## src/rtl/board_arbiter_pkg.sv

```systemverilog
// enum_type: board geometry, game op codes and arbiter FSM states shared by display and game logic.
package enum_type;
  localparam int BOARD_W = 10;
  localparam int BOARD_H = 20;
  localparam int KIND_W = 4;
  localparam int CELLS = BOARD_W * BOARD_H;
  localparam logic [4:0] W5 = 5'(BOARD_W);
  localparam logic [4:0] H5 = 5'(BOARD_H);
  localparam logic [7:0] LAST_CELL = 8'(CELLS - 1);
  typedef enum logic [1:0] {OP_READ, OP_WRITE, OP_CLEAR, OP_DROP} op_t;
  typedef enum logic [3:0] {INIT_CLR, IDLE, GAP, RD, WR, CLR, DROP_RD, DROP_WR, DROP_TOP} state_t;
  function automatic logic [7:0] cell_addr(input logic [4:0] y, input logic [4:0] x);
    return 8'({3'b0, y} * 8'(BOARD_W) + {3'b0, x});
  endfunction
endpackage

```

## src/rtl/board_ram.sv

```systemverilog
// board_ram: single-port board cell store, synchronous read, old data on read-during-write.
module board_ram import enum_type::*; (
  input  logic              clk,
  input  logic              en,
  input  logic              we,
  input  logic [7:0]        addr,
  input  logic [KIND_W-1:0] wdata,
  output logic [KIND_W-1:0] rdata
);
  logic [KIND_W-1:0] mem [CELLS];
  always_ff @(posedge clk)
    if (en) begin
      if (we) mem[addr] <= wdata;
      rdata <= mem[addr];
    end
endmodule

```

## src/rtl/board_arbiter.sv

```systemverilog
// board_arbiter: shares the board RAM port between display lookups and sequenced game commands.
module board_arbiter import enum_type::*; (
  input  logic              clk,
  input  logic              reset,
  input  logic              disp_en,
  input  logic [4:0]        disp_x,
  input  logic [4:0]        disp_y,
  output logic [KIND_W-1:0] disp_kind,
  input  logic              gl_req,
  input  logic [1:0]        gl_op,
  input  logic [4:0]        gl_x,
  input  logic [4:0]        gl_y,
  input  logic [KIND_W-1:0] gl_wdata,
  output logic              gl_ack,
  output logic [KIND_W-1:0] gl_rdata,
  output logic              busy
);
  state_t state;
  logic [7:0] cnt, f_addr, ram_addr;
  logic [4:0] row, col;
  logic [KIND_W-1:0] ram_q, disp_r, rdata_r, hold, f_wdata;
  logic disp_q, rd_q, drop_q, f_en, f_we, ram_en, ram_we, free, disp_ok, gl_ok;
  assign free = !disp_en;
  assign disp_ok = disp_x < W5 && disp_y < H5;
  assign gl_ok = gl_x < W5 && gl_y < H5;
  always_comb begin
    f_en = state inside {RD, WR, CLR, INIT_CLR, DROP_RD, DROP_WR, DROP_TOP};
    f_we = state inside {WR, CLR, INIT_CLR, DROP_WR, DROP_TOP};
    f_addr = (state inside {CLR, INIT_CLR}) ? cnt :
             state == DROP_RD ? cell_addr(row - 5'd1, col) :
             state == DROP_WR ? cell_addr(row, col) :
             state == DROP_TOP ? cell_addr(5'd0, col) : cell_addr(gl_y, gl_x);
    f_wdata = state == WR ? gl_wdata : state == DROP_WR ? (drop_q ? ram_q : hold) : '0;
  end
  assign ram_en = disp_en ? disp_ok : f_en;
  assign ram_we = free && f_we;
  assign ram_addr = disp_en ? cell_addr(disp_y, disp_x) : f_addr;
  board_ram u_ram (
    .clk  (clk),
    .en   (ram_en),
    .we   (ram_we),
    .addr (ram_addr),
    .wdata(f_wdata),
    .rdata(ram_q)
  );
  // RAM output is only trusted the cycle after its own read; otherwise the captured copy holds.
  always_ff @(posedge clk)
    if (reset) begin
      disp_q <= 1'b0;
      disp_r <= '0;
    end else begin
      disp_q <= disp_en && disp_ok;
      disp_r <= disp_en && !disp_ok ? '0 : disp_q ? ram_q : disp_r;
    end
  assign disp_kind = disp_q ? ram_q : disp_r;
  assign gl_rdata = rd_q ? ram_q : rdata_r;
  assign busy = state != IDLE;
  always_ff @(posedge clk) begin
    if (reset) begin
      state <= INIT_CLR;
      cnt <= '0;
      row <= '0;
      col <= '0;
      gl_ack <= 1'b0;
      rd_q <= 1'b0;
      drop_q <= 1'b0;
      rdata_r <= '0;
      hold <= '0;
    end else begin
      gl_ack <= 1'b0;
      rd_q <= 1'b0;
      drop_q <= free && state == DROP_RD;
      if (drop_q) hold <= ram_q;
      if (rd_q) rdata_r <= ram_q;
      case (state)
        INIT_CLR, CLR: if (free) begin
          cnt <= cnt == LAST_CELL ? '0 : cnt + 8'd1;
          if (cnt == LAST_CELL) begin
            gl_ack <= state == CLR;
            state <= state == CLR ? GAP : IDLE;
          end
        end
        IDLE: if (gl_req) begin
          row <= gl_y;
          col <= '0;
          if (gl_op == OP_CLEAR) state <= CLR;
          else if (gl_op == OP_DROP ? gl_y >= H5 : !gl_ok) begin
            gl_ack <= 1'b1;
            state <= GAP;
            if (gl_op == OP_READ) rdata_r <= '0;
          end else state <= gl_op == OP_READ ? RD : gl_op == OP_WRITE ? WR : gl_y == 5'd0 ? DROP_TOP : DROP_RD;
        end
        RD, WR: if (free) begin
          gl_ack <= 1'b1;
          rd_q <= state == RD;
          state <= GAP;
        end
        DROP_RD: if (free) state <= DROP_WR;
        DROP_WR: if (free) begin
          col <= col == W5 - 5'd1 ? '0 : col + 5'd1;
          if (col == W5 - 5'd1) row <= row - 5'd1;
          state <= col == W5 - 5'd1 && row == 5'd1 ? DROP_TOP : DROP_RD;
        end
        DROP_TOP: if (free) begin
          col <= col + 5'd1;
          if (col == W5 - 5'd1) begin
            gl_ack <= 1'b1;
            state <= GAP;
          end
        end
        default: state <= IDLE;
      endcase
    end
  end
endmodule
```

## config.mk

```make
export PLATFORM = sky130hd
export DESIGN_NAME = board_arbiter
export DESIGN_NICKNAME = d
export VERILOG_FILES = /design/src/rtl/board_arbiter_pkg.sv /design/src/rtl/board_ram.sv /design/src/rtl/board_arbiter.sv
export SDC_FILE = /design/constraint.sdc
export NUM_CORES = 1
export LEC_CHECK = 0
export CELL_PAD_IN_SITES_DETAIL_PLACEMENT = 1
export CELL_PAD_IN_SITES_GLOBAL_PLACEMENT = 2
export CORE_UTILIZATION = 47
export DETAILED_ROUTE_END_ITERATION = 10
export PLACE_DENSITY = 0.78
export SYNTH_ARGS = -nofsm -noshare
export SYNTH_HDL_FRONTEND = slang
export SYNTH_HIERARCHICAL = 1
export SYNTH_SLANG_ARGS = --single-unit
```

## constraint.sdc

```tcl
create_clock -name clk -period 19.5 [get_ports clk]
set_input_delay 4.875 -clock clk [delete_from_list [all_inputs] [get_ports clk]]
set_output_delay 4.875 -clock clk [all_outputs]
set_load 0.03 [all_outputs]
```

==> results.toml, run 1 <==
[timing]
fin_crit_sh_pct = 50.97
timing.fmax_mhz = 100.6
setup_viol = 0
rsz0062_at_grt = "no"
fin_skew_ns = 0.03712
setup_slack_ns = 9.561
tightestPinTransition_ns = 1.213
hold_viol_final = 0
maxSlewViolCount = 0
maxSlewHeadroom_pct = 19.12
fin_crit_ns = 9.939
totalNegativeSetupSlack_ns = 0
worst_hold_slack_ns = 0.5462

[yosys]
synthFlopType = "edfxtp_1"
avgSynthCellArea_um2 = 17.53
synth_area_um2 = 35490
yosysSeqAreaShare_pct = 70.17
synthesis.nets = 2108
synth.largest_area_cell = "edfxtp_1"
ys_ff_latch = 842
synth_common_cells = "edfxtp_1 (804), nor2_1 (278), mux4_2 (191)"
synth-edff-count = 804
netlist_instances = 2025
synth.most_common_cell = "edfxtp_1"
synth_top_area_share_pct = 68.03
synth.distinct_cells = 79
async_flop_share_pct = 0
ys_warn_count = 6
synthTopCellsByArea = "edfxtp_1 (68%), mux4_2 (12%), nor2_1 (2.9%)"

[setup_path]
path_max_fanout = 55
crit_type = "input pin to flop"
end_kind = "flop"
critPathLaunchType = "input pin"
cp.arrival_ns = 10.43
cp.required_ns = 19.99

[finish]
drive_above_1_share_pct = 18.73
fin_area_um2 = 39680
final_nets = 2156
instances_no_fill = 3115
area.growth.synth_to_final_pct = 11.81
fin_util_pct = 53.22
n_antenna_cell = 0

[detailed_routing]
routed_via_density = 6.104
vias = 19013
highest_layer = "met5"
routed_wl_um = 90800
ant_nets = 0
dr_wl_met2_um = 44370
avgRoutedWirePerCell_um = 29.15
drt_iter0_markers = 1669
first_pass_iters = 5
dr_wl_met3_um = 5924
drc_errors = 0
m1WireLength_um = 38090

[global_route]
grtUsageTotal_pct = 24.06
grt_pass1_vias = 20249
antenna_found_initial = 1
overflow = 0
grt_first_pass_wirelength_um = 135800
grt_max_degree = 201

[clocking]
clock_sinks = 842
clkSlewWorstSetupHoldPaths_ns = 0.06
ctsHoldBuffers = 0
clock_latency_ns = 0.65
cts_buffers = 91
clockBufferDepth = 3
ctsResizeCount = 0
ctsRootBufferMaster = "clkbuf_16"
cts_tree = "yes"
cts_setup_buffers = 0
h-tree-depth = 3

[power]
p_leak_nw = 11.86
p_per_area_nw_per_um2 = 109.5
finalPower_mw = 4.346
peakVddDrop_uv = 63.90

[outcome]
run_status = "completed"

[worst_hold_path]
hold_class = "flop to flop"

[floorplanning]
fp.dieArea_um2 = 76620
die_x_um = 276.8
die_h_um = 276.8
io_pins = 40
start_util_pct = 47.59
row_count = 100
core_um2 = 74570

[place]
postPlaceCellArea_um2 = 36760
place_hpwl_um = 57520
port_buffers = 39
dp.cells = 2949
gp_congestion = 0.8373
place_ws_ns = 8.854

[job]
drv_cap = 0
-- cell families (layout without fill, tap and decap cells) --
family | after synthesis | in the layout | share of synthesized area, %
adder cells (fa/ha/maj) | 53 | 53 | 2.038
buffers and inverters | 140 | 261 | 2.327
flip-flops | 842 | 842 | 70.17
AND/OR/NAND/NOR | 462 | 462 | 5.912
AO/OA/AOI/OAI | 231 | 231 | 4.481
multiplexers | 259 | 259 | 14.10
XOR/XNOR | 38 | 38 | 0.9765
-- where the power goes --
group / switching, mW / internal, mW / total [mW]
Combinational: 0.408 / 0.256 / 0.664
Clock: 0.702 / 0.990 / 1.69
Sequential: 0.0203 / 1.97 / 1.99
-- cell usage in the layout (no fill, tap or decap), types with 13 or more instances in the layout --
| cell type | n |
|---|---|
| a211oi_1 | 14 |
| a21oi_1 | 39 |
| a221oi_1 | 13 |
| a22oi_1 | 17 |
| buf_4 | 30 |
| clkbuf_16 | 93 |
| clkdlybuf4s50_1 | 39 |
| clkinv_1 | 25 |
| clkinv_2 | 16 |
| dfxtp_1 | 38 |
| edfxtp_1 | 804 |
| ha_1 | 45 |
| inv_1 | 22 |
| mux2_2 | 17 |
| mux2i_1 | 51 |
| mux4_2 | 191 |
| nand2_1 | 62 |
| nand3_1 | 21 |
| nor2_1 | 278 |
| nor2b_1 | 23 |
| o21ai_0 | 28 |
| o22ai_1 | 36 |
| xnor2_1 | 19 |
| xor2_1 | 18 |
-- cell type report --
type                            count  area (um2)
Clock buffer                      105        2372
Clock inverter                     61       553.0
Multi-Input combinational cell   1043        9864
Sequential cell                   842       24900
Inverter                           22       82.58
Timing Repair Buffer               73       695.7
Fill cell                        6713       34890
Tap cell                          969        1212
-- routing by layer --
metal,vias up,GRT usage (%)
li1,8171,-
met1,10137,33.04
met2,586,39.25
met3,117,4.311
met4,2,7.536
met5,-,0
-- final timing paths --
check | start | endpoint | slack [ns] | depth (start not counted)
hold reg to reg | cnt[1] | cnt[1] | 0.55 | 2
setup reg to reg | state[3] | u_ram/rdata[3] | 12.84 | 13
setup / recovery | gl_y[1] | u_ram/rdata[2] | 9.56 | 17
hold / removal | cnt[1] | cnt[1] | 0.55 | 2
-- worst max-delay path: stages --
cell and delay [ns]:
clkdlybuf4s50_1 0.51, ha_1 0.34, ha_1 0.30, ha_1 0.31, nor2_1 0.20, a21oi_1 0.08, xnor2_1 0.16, a221oi_1 0.13
o21ai_0 0.23, a22o_2 0.17, buf_4 0.64, or3_1 0.62, o22ai_1 0.22, o41ai_1 0.90, o21ai_1 0.22, a22o_1 0.31
o22ai_1 0.16
-- state kept, by name, summed over array words and instances, names as in the netlist --
name and flops:
rdata_r 4, hold 4, rd_q 1, row 5, cnt 8, u_ram/rdata 4
state 4, drop_q 1, disp_r 4, disp_q 1, col 5, u_ram/mem 800
gl_ack 1
No activity file was read; power rests on OpenSTA's default activity.
==> inputs of run 2 (changes only) <==
clock period = 10 ns   (was 19.5 ns; I/O delays follow)
==> results.toml, run 2 (synthesis gave the netlist of run 1 again) <==
[outcome]
run_status = "completed"

[power]
switching_share_pct = 26.11
pwr-share-seq_pct = 46.5
peakVddDrop_uv = 129.0
p_per_area_nw_per_um2 = 210.8
p_leak_nw = 11.81
internal_power_mw = 6.172
power_frac_comb_pct = 15.3
pwr-share-clk_pct = 38.2
switching_power_mw = 2.181

[floorplanning]
die_h_um = 276.8
fp.dieArea_um2 = 76620
row_count = 100
core_um2 = 74570
io_pins = 40
die_x_um = 276.8
start_util_pct = 47.59

[worst_hold_path]
min_to = "cnt[1]"
hold_class = "flop to flop"
holdPathStages = 2
min-delay-start = "cnt[1]"

[place]
port_buffers = 39
postPlaceCellArea_um2 = 36810
gp_congestion = 0.8186
place_hpwl_um = 56290

[global_route]
grtUsageTotal_pct = 23.67
grt_pass1_vias = 20183
grt_first_pass_wirelength_um = 134900
antenna_found_initial = 1
grt_max_degree = 201
overflow = 0

[clocking]
h-tree-depth = 3
clkSlewWorstSetupHoldPaths_ns = 0.06
ctsResizeCount = 0
cts_setup_buffers = 0
ctsRootBufferMaster = "clkbuf_16"
clock_sinks = 842
cts_buffers = 88
cts_tree = "yes"
clock_latency_ns = 0.66
clockBufferDepth = 3
ctsHoldBuffers = 0

[setup_path]
reg2reg_to = "u_ram/rdata[0]"
cp.arrival_ns = 7.94
end_kind = "flop"
critPathLaunchType = "input pin"
path_max_fanout = 22
ff2ff_setup_slack_ns = 3.81
crit_type = "input pin to flop"
rr_worst_depth = 16
r2r_start = "row[0]"
cp.required_ns = 10.47

[finish]
fin_util_pct = 53.14
layout_common_cells = "edfxtp_1 (804), nor2_1 (278), mux4_2 (191), clkbuf_16 (89), nand2_1 (62)"
final_common_cell = "edfxtp_1"
area.growth.synth_to_final_pct = 11.66
top_register = "u_ram/mem"
n_antenna_cell = 0
reg_top3 = "u_ram/mem (800), cnt (8)"
fin_area_um2 = 39630
nFillCells = 6734
drive_above_1_share_pct = 18.62
largest_register_ffs = 800
final_nets = 2157

[timing]
fin_skew_ns = 0.03573
hold_viol_final = 0
timing.fmax_mhz = 133.8
totalNegativeSetupSlack_ns = 0
rsz0062_at_grt = "no"
fin_crit_ns = 7.474
maxSlewHeadroom_pct = 22.62
fin_crit_sh_pct = 74.74
tightestPinTransition_ns = 1.146
setup_viol = 0
maxSlewViolCount = 0

[detailed_routing]
routed_wl_um = 89460
ant_nets = 0
drt_iter0_markers = 1884
avgRoutedWirePerCell_um = 28.75
first_pass_iters = 5
vias = 18946
drc_errors = 0
routed_via_density = 6.088

[job]
drv_cap = 0
## run 2: changes by cell type in the layout (fill, tap and decap cells not counted), sizes merged
cell,delta
buf,+4
bufinv,-2
clkbuf,+4
clkinv,-9
clkinvlp,+4
inv,-4
## run 2: how the worst max path moves through the flow
stage / startpoint / to / slack [ns]
after floorplan: state[2] / u_ram/mem[0][0] / -0.45
after global placement: gl_y[0] / u_ram/rdata[0] / 1.88
after detailed placement: gl_y[0] / u_ram/rdata[0] / 1.96
after CTS: gl_y[0] / u_ram/rdata[0] / 2.61
after global routing: gl_y[0] / u_ram/rdata[0] / 2.29
final: gl_y[0] / u_ram/rdata[0] / 2.53
## run 2: through the flow
| step | std cells | hold slack (ns) | setup WS (ns) | power [mW] |
|---|---|---|---|---|
| floorplan | 2025 | 0.4504 | -0.4510 | 4.859 |
| global placement | 2953 | 0.4947 | 1.884 | 5.218 |
| detailed placement | 2953 | 0.5089 | 1.960 | 5.236 |
| CTS | 3112 | 0.5188 | 2.610 | 8.424 |
| global route | 3112 | 0.5446 | 2.288 | 8.604 |
| finish | 3112 | 0.5215 | 2.526 | 8.353 |
## run 2: power by group through the flow
stage	clock network, mW	logic [mW]	registers, mW
detailed placement	0	1.28	3.96
floorplan	0	0.932	3.93
global placement	0	1.26	3.95
global route	3.36	1.36	3.88
CTS	3.26	1.29	3.88
finish	3.19	1.28	3.88
## run 2: layer usage
layer	part of all wire (%)	global-route usage (%)
met1	43	33.64
met2	49	38.57
met3	5.6	3.079
met4	2.3	6.795
met5	0	0
## run 2: critical path: stages
cell and delay, ns:
clkdlybuf4s50_1 0.58, ha_1 0.21, inv_1 0.05, fa_1 0.44
nand2_1 0.08, o211ai_1 0.12, a31oi_1 0.24, nor2_1 0.10
a21oi_4 0.80, buf_4 0.36, or3_1 0.54, o22ai_1 0.20
o41ai_1 1.05, a21oi_1 0.29, o32ai_1 0.35
## run 2: final cells by class
class / count / area, um2 / share of cell area, %
repair buffers: 77 / 738.2 / 1.863
inverters: 22 / 82.58 / 0.2084
clock buffers: 109 / 2302 / 5.809
flip-flops and latches: 842 / 24900 / 62.84
well taps: 969 / 1212 / 3.059
multi-input cells: 1043 / 9869 / 24.90
clock inverters: 50 / 520.5 / 1.313
